$ cat src/rtl/mux8_rr_arbiter.sv
// mux8_rr_arbiter: round-robin arbiter that shares one 8:1 structural mux
// among eight requesters. The registered grant drives the mux select, and
// each grant is bounded by a QUANTUM-cycle budget.
// Optional feature macro: MUX_ARB_LOCK_EN. When it is defined, the owner can
// hold lock=1 to keep the grant past quantum expiry.
// This file also holds the structural mux (mux8to1_str) and its 2:1 leaf cell.

module mux8_rr_arbiter #(
    parameter int QUANTUM = 4
) (
    input  logic       clk,
    input  logic       rst,
    input  logic [7:0] req,
    input  logic [7:0] d,
    input  logic       lock,
    output logic [7:0] grant,
    output logic [2:0] sel,
    output logic       sel_vld,
    output logic       y
);

    localparam logic [7:0] QMAX = 8'(QUANTUM - 1);

    typedef enum logic {
        IDLE,
        GRANT
    } state_t;

    state_t     state;
    logic [2:0] ptr;
    logic [7:0] cnt;

    logic [2:0] search_start;
    logic       found;
    logic [2:0] pick;
    logic       owner_req;
    logic       hold_past_quantum;
    logic       release_now;
    logic       mux_out;

`ifdef MUX_ARB_LOCK_EN
    assign hold_past_quantum = lock;
`else
    logic unused_lock;
    assign unused_lock       = lock;
    assign hold_past_quantum = 1'b0;
`endif

    // The owner gives up the mux when it stops requesting or its budget runs out.
    // When the lock feature is built in, lock=1 suppresses budget expiry.
    always_comb begin
        owner_req    = req[sel];
        release_now  = (state == GRANT) &&
                       (!owner_req || ((cnt == 8'd0) && !hold_past_quantum));
        search_start = (state == GRANT) ? (sel + 3'd1) : ptr;
    end

    // Find the first active requester, scanning the ring from search_start.
    always_comb begin
        logic [2:0] idx;
        found = 1'b0;
        pick  = 3'd0;
        idx   = 3'd0;
        for (int i = 0; i < 8; i++) begin
            idx = search_start + i[2:0];
            if (!found && req[idx]) begin
                found = 1'b1;
                pick  = idx;
            end
        end
    end

    // Arbitration FSM. All outputs are registered here, so the select never glitches.
    always_ff @(posedge clk) begin
        if (rst) begin
            state   <= IDLE;
            ptr     <= 3'd0;
            cnt     <= 8'd0;
            grant   <= 8'd0;
            sel     <= 3'd0;
            sel_vld <= 1'b0;
        end else begin
            case (state)
                IDLE: begin
                    if (found) begin
                        state   <= GRANT;
                        grant   <= 8'b1 << pick;
                        sel     <= pick;
                        sel_vld <= 1'b1;
                        cnt     <= QMAX;
                    end
                end
                GRANT: begin
                    if (release_now) begin
                        ptr <= sel + 3'd1;
                        if (found) begin
                            grant   <= 8'b1 << pick;
                            sel     <= pick;
                            sel_vld <= 1'b1;
                            cnt     <= QMAX;
                        end else begin
                            state   <= IDLE;
                            grant   <= 8'd0;
                            sel_vld <= 1'b0;
                        end
                    end else if (cnt != 8'd0) begin
                        cnt <= cnt - 8'd1;
                    end
                end
                default: begin
                    state <= IDLE;
                end
            endcase
        end
    end

    mux8to1_str u_mux (
        .d (d),
        .s (sel),
        .y (mux_out)
    );

    assign y = mux_out & sel_vld;

endmodule

// Structural 8:1 mux built as a tree of 2:1 cells; s[0] selects at the leaves.
module mux8to1_str (
    input  logic [7:0] d,
    input  logic [2:0] s,
    output logic       y
);

    logic [3:0] lvl0;
    logic [1:0] lvl1;

    mux2to1_str u_l0_0 (.a(d[0]),    .b(d[1]),    .s(s[0]), .y(lvl0[0]));
    mux2to1_str u_l0_1 (.a(d[2]),    .b(d[3]),    .s(s[0]), .y(lvl0[1]));
    mux2to1_str u_l0_2 (.a(d[4]),    .b(d[5]),    .s(s[0]), .y(lvl0[2]));
    mux2to1_str u_l0_3 (.a(d[6]),    .b(d[7]),    .s(s[0]), .y(lvl0[3]));
    mux2to1_str u_l1_0 (.a(lvl0[0]), .b(lvl0[1]), .s(s[1]), .y(lvl1[0]));
    mux2to1_str u_l1_1 (.a(lvl0[2]), .b(lvl0[3]), .s(s[1]), .y(lvl1[1]));
    mux2to1_str u_l2_0 (.a(lvl1[0]), .b(lvl1[1]), .s(s[2]), .y(y));

endmodule

// 2:1 leaf cell written as AND-OR logic.
module mux2to1_str (
    input  logic a,
    input  logic b,
    input  logic s,
    output logic y
);

    assign y = (a & ~s) | (b & s);

endmodule

$ cat config.mk
export PLATFORM = sky130hd
export DESIGN_NAME = mux8_rr_arbiter
export DESIGN_NICKNAME = d
export VERILOG_FILES = /design/src/rtl/mux8_rr_arbiter.sv
export SDC_FILE = /design/constraint.sdc
export NUM_CORES = 1
export LEC_CHECK = 0
export BUFFER_PORTS_ARGS = -buffer_cell sky130_fd_sc_hd__buf_4
export CORE_MARGIN = 3
export CORE_UTILIZATION = 35
export DETAILED_ROUTE_END_ITERATION = 10
export PLACE_DENSITY = 0.55
export SYNTH_ARGS = -nofsm -noshare
export SYNTH_HDL_FRONTEND = slang
export SYNTH_SLANG_ARGS = --single-unit
$ cat constraint.sdc
create_clock -name clk -period 4.1 [get_ports clk]
set_input_delay 0.41 -clock clk [delete_from_list [all_inputs] [get_ports clk]]
set_output_delay 0.41 -clock clk [all_outputs]
set_load 0.01 [all_outputs]
## Word-level counts from Yosys, hierarchy flattened

Index checks and enable logic that the tools add are counted.

| storage, ports and cells | value |
|---|---|
| ROM bits | 0 |
| output and inout port bits | 13 |
| word-level logic and storage cells | 127 |
| latch bits | 0 |
| input port bits | 19 |
| register bits | 24 |
| memories kept | 0 |
| bits in writable memories | 0 |

| cells by class | value |
|---|---|
| magnitude comparators | 9 |
| reduce and logical (&&, ||, !) cells | 21 |
| multiplexer cells | 52 |
| shift-type cells | 1 |
| $add $sub $neg | 9 |
| bitwise logic cells | 26 |
| div/mod/pow operators | 0 |
| $mul | 0 |
| equal/unequal tests | 3 |

Operators by type and width:

| kind | count |
|---|---|
| $mux 8 | 6 |
| $lt 3x4->1 const B | 9 |
| $mux 3 | 11 |
| $pmux 8 s2 | 2 |
| $bmux 1 s3 | 9 |
| $mux 1 | 21 |
| $and 1x1->1 | 15 |
| $add 3x3->3 const B | 4 |
| $logic_and 1x1->1 | 8 |
| $logic_not 1->1 | 8 |
| $logic_not 8->1 | 1 |
| $reduce_bool 8->1 | 1 |
| $shl 1x3->8 const A | 1 |
| $sub 8x1->8 const B | 1 |
| $or 1x1->1 | 7 |
| $add 3x1->3 const B | 2 |
| $add 3x2->3 const B | 2 |
| $pmux 3 s2 | 1 |
| $not 1->1 | 4 |
| $pmux 1 s2 | 2 |
| $reduce_and 2->1 | 2 |
| $ne 3x1->1 const B | 1 |
| $ne 2x1->1 const B | 1 |
| $ne 2x2->1 const B | 1 |
| $logic_or 1x1->1 | 1 |

## Logic depth before layout (Yosys ltp)

| logic depth | value |
|---|---|
| depth in word-level cells | 30 |
| depth in mapped cells | 14 |
| depth with buffers taken out | 11 |

## Cells and area by module

From an unflattened synthesis, not the netlist that was laid out.

| second synthesis, totals | value |
|---|---|
| cell total of the unflattened synthesis | 226 |
| area total of the unflattened synthesis | 2139.6 um2 |

Modules (own cells, without submodules):

| module | sequential area each (um2) | area each (um2) | cells an instance | times used |
|---|---|---|---|---|
| mux8_rr_arbiter | 480.5 | 2034.5 | 219 | 1 |
| mux2to1_str | 0.0 | 15.0 | 1 | 7 |

## Worst setup path before layout

OpenSTA, ideal clock, no wires.

| timing path | value |
|---|---|
| path type | register to register |
| from | register sel[1] |
| to | register grant[2] |
| data required time | 3.983 ns |
| slack | 0.325 ns |
| library setup time | 0.117 ns |
| stages on the path, launching flop included | 13 |
| buffers on the path | 2 |
| arrival | 3.658 ns |
| period minus slack after synthesis | 3.775 ns |
| cells stage by stage | dfxtp_1 ha_1 mux2i_1 clkbuf_1 ha_1 buf_1 mux4_2 mux2_4 or3_4 o21bai_1 a32oi_1 nor2_1 a32o_1 |

| between the ends | value |
|---|---|
| cells in the longest elaborated chain, start to end | 30 |
| elaborated cells on any way between the ends | 68 |
| those cells by class | add/sub: 8; eq/ne: 2; shift: 1; mux: 39; reduce/logical: 18 |

Ends and longest elaborated chain:

| what | RTL line | text |
|---|---|---|
| from (decl) | 17 | `output logic [2:0] sel,` |
| from (signal assigned) | 88 | `sel <= pick;` |
| from (signal assigned) | 98 | `sel <= pick;` |
| parallel branches: the longest is 30 deep, another holds $add 3x1->3 | - |  |
| to (signal assigned) | 87 | `grant <= 8'b1 << pick;` |
| to (signal assigned) | 97 | `grant <= 8'b1 << pick;` |
| to (decl) | 16 | `output logic [7:0] grant,` |

Parallel ways; which one is timed is not known. The select of a mux whose other input is x is not followed.
A chain may end at the register's enable or synchronous reset.

## Worst setup path in the final report

| timing path | value |
|---|---|
| from | register state |
| to | register grant[4] |

| between the ends | value |
|---|---|
| cells in the longest elaborated chain, start to end | 29 |
| elaborated cells on any way between the ends | 64 |
| those cells by class | add/sub: 7; eq/ne: 2; shift: 1; mux: 37; bitwise: 1; reduce/logical: 16 |

Ends and longest elaborated chain:

| what | RTL line | text |
|---|---|---|
| from (decl) | 29 | `state_t state;` |
| from (signal assigned) | 76 | `state <= IDLE;` |
| from (signal assigned) | 86 | `state <= GRANT;` |
| from (signal assigned) | 102 | `state <= IDLE;` |
| parallel branches: the longest is 29 deep, another holds $add 3x1->3 | - |  |

Parallel ways; which one is timed is not known. The select of a mux whose other input is x is not followed.

==> results.sh <==
export IMPL_rsz0062_at_grt="false"
export IMPL_clock_sinks=24
export IMPL_num_rows=27
export IMPL_grt_total_usage_pct=15.0
export IMPL_relSlewSlack_pct=46.0
export IMPL_power_uw=1880
export IMPL_yosysTopAreaCellShare_pct=22.6
export IMPL_critPathArrivalTime_ns=3.83
export IMPL_dieArea_um2=7050
export IMPL_finalHoldViolations=0
export IMPL_cp_end_kind="flip-flop"
export IMPL_crit_required_ns=4.28
export IMPL_clk_pin_slew_ns=0.08
export IMPL_synth_flop_cell="dfxtp_1"
export IMPL_ys_seq_area_share_pct=22.6
export IMPL_criticalPathCategory="flip-flop to flip-flop"
export IMPL_r2r_slack_ns=0.45
export IMPL_die_width_um=84.0
export IMPL_root_buffer="clkbuf_8"
export IMPL_syn_nets=255
export IMPL_layout_cells_non_filler=335
export IMPL_antenna_found_initial=0
export IMPL_wl_um=5210
export IMPL_routedWlPerCell_um=15.6
export IMPL_cts_buffer_depth=2
export IMPL_critPathMaxFanout=18
export IMPL_fin_nets=287
export IMPL_avgSynthCellArea_um2=9.17
export IMPL_netlist_area_um2=2130
export IMPL_via_per_inst=5.62
export IMPL_cts_made_buffers=3
export IMPL_hpwlAfterDp_um=4110
export IMPL_synthTopCellsByCount="dfxtp_1 (24), nor2_1 (23), nand2_1 (22)"
export IMPL_globalplace_congestion=0.862
export IMPL_cts_setup_buffers=0
export IMPL_ys_seq_elements=24
export IMPL_fin_skew_ns=0.00505
export IMPL_dp_cells=331
export IMPL_fmaxAchievable_ghz=0.274
export IMPL_grt_max_degree=19
export IMPL_ir_worst_vdd_mv=0.273
export IMPL_portBuffers=30
export IMPL_clock_latency_ns=0.26
export IMPL_reg2reg_from="state"
export IMPL_async_flop_share_pct=0
export IMPL_grt_pass1_vias=1775
export IMPL_route_vias_total=1884
export IMPL_htreeDepth=1
export IMPL_reg2reg_to="grant[4]"
export IMPL_p_leak_uw=0.000996
export IMPL_cp_start_kind="flip-flop"
export IMPL_drc=0
export IMPL_drt_pass1_iter_count=4
export IMPL_cp_startpoint="state"
export IMPL_tightest_slew_ns=0.803
export IMPL_yosysWarnings=0
export IMPL_yosysMostFrequentCell="dfxtp_1"
export IMPL_drtIter0Drc=163
export IMPL_synth_area_leaders="dfxtp_1 (23%), mux4_2 (12%), mux2i_1 (6.6%)"
export IMPL_r2r_cells=12
export IMPL_area_delta_synth_final_pct=16.9
export IMPL_hold_buffers=0
export IMPL_setup_violations=0
export IMPL_pwr_density_cell_nw_per_um2=757
export IMPL_cp_endpoint="grant[4]"
export IMPL_core_area_um2=5680
export IMPL_antenna_left=0
export IMPL_ctsResizeCount=0
export IMPL_synthCells=232
export IMPL_fin_crit_sh_pct=89.0
export IMPL_layout_drive_gt1_share_pct=27.8
export IMPL_io_pins=32
export IMPL_grt_ovfl_total=0
export IMPL_start_util_pct=37.5
export IMPL_yosysTopAreaCell="dfxtp_1"
export IMPL_cts_tree="yes"
export IMPL_fin_setup_tns_ns=0
export IMPL_synth_edf_count=0
export IMPL_die_height_um=84.0
export IMPL_antenna_cells=0
export IMPL_drv_slew=0
export IMPL_finalCriticalPeriod_ns=3.65
export IMPL_final_core_util_pct=43.8
export IMPL_status="complete, no violations"
export IMPL_grt_pass1_wl_um=8780
export IMPL_maxCapViolCount=0
export IMPL_hold_path_class="input pin to flip-flop"
export IMPL_synth_cell_type_count=58
-- metal layers --
layer  wire length, um  global-route usage [%]
met1              2560                    21.7
met2              2450                    24.2
met3               182                    2.67
met4                21                    1.32
met5                 0                       0
-- logic make-up after synthesis --
group / after synthesis / share of synthesized area, %
XOR/XNOR: 10 / 4.12
AO/OA/AOI/OAI: 55 / 20.3
flip-flops: 24 / 22.6
buffers and inverters: 18 / 4.76
multiplexers: 33 / 22.9
AND/OR/NAND/NOR: 88 / 22.9
adder cells (fa/ha/maj): 4 / 2.35
-- worst min-delay path by stage --
stage,startpoint,to,slack [ns],depth (start not counted)
global placement,grant[5],grant[5],0.44,2
floorplan,cnt[1],cnt[1],0.46,2
CTS,rst,cnt[0],0.43,2
finish,rst,sel[2],0.44,2
global route,rst,sel[2],0.44,2
detailed placement,grant[1],grant[1],0.44,2
-- cell usage in the layout, fill, tap and decap left out, types with 7 or more instances in the layout --
cell type  count
dfxtp_1       24
nand3_1        8
nor2_1        23
mux4_2        11
mux2i_1       14
xnor2_1        8
nor3_1         7
o21ai_0        7
a21oi_1        8
nand2_1       22
buf_4         38
-- layout make-up --
| cell class | instances | area (um2) |
|---|---|---|
| inverter | 7 | 31.3 |
| sequential | 24 | 480 |
| multi-input combinational | 190 | 1550 |
| tap | 72 | 90.1 |
| clock buffer | 4 | 55.1 |
| timing repair buffer | 38 | 285 |
| fill | 575 | 3190 |
-- worst max-delay path, cell delays in order (launching register included) --
cell and delay [ns]:
dfxtp_1 0.62, mux2i_1 0.24, buf_4 0.24, inv_2 0.06
ha_1 0.23, xnor2_1 0.42, mux4_2 0.67, o2111a_1 0.21
a31oi_2 0.18, buf_4 0.21, nand2b_1 0.12, nand3b_4 0.19
o31ai_1 0.19
-- state kept, by name (all words and copies together), names as in the netlist --
name     count
sel          3
grant        8
cnt          8
ptr          3
state        1
sel_vld      1
-- where the power goes --
group          internal (uW)  switching, uW
Combinational            608            797
Clock                   85.6           71.8
Sequential               287           33.5
-- metrics by stage --
| step | hold slack, ns | instance area, um2 | setup WS (ns) |
|---|---|---|---|
| after floorplan | 0.462 | 2130 | 0.325 |
| after global placement | 0.440 | 2430 | 0.461 |
| after detailed placement | 0.444 | 2430 | 0.450 |
| after CTS | 0.432 | 2490 | 0.416 |
| after global routing | 0.441 | 2490 | 0.116 |
| final | 0.436 | 2490 | 0.451 |
(Power assumes the default switching activity.)
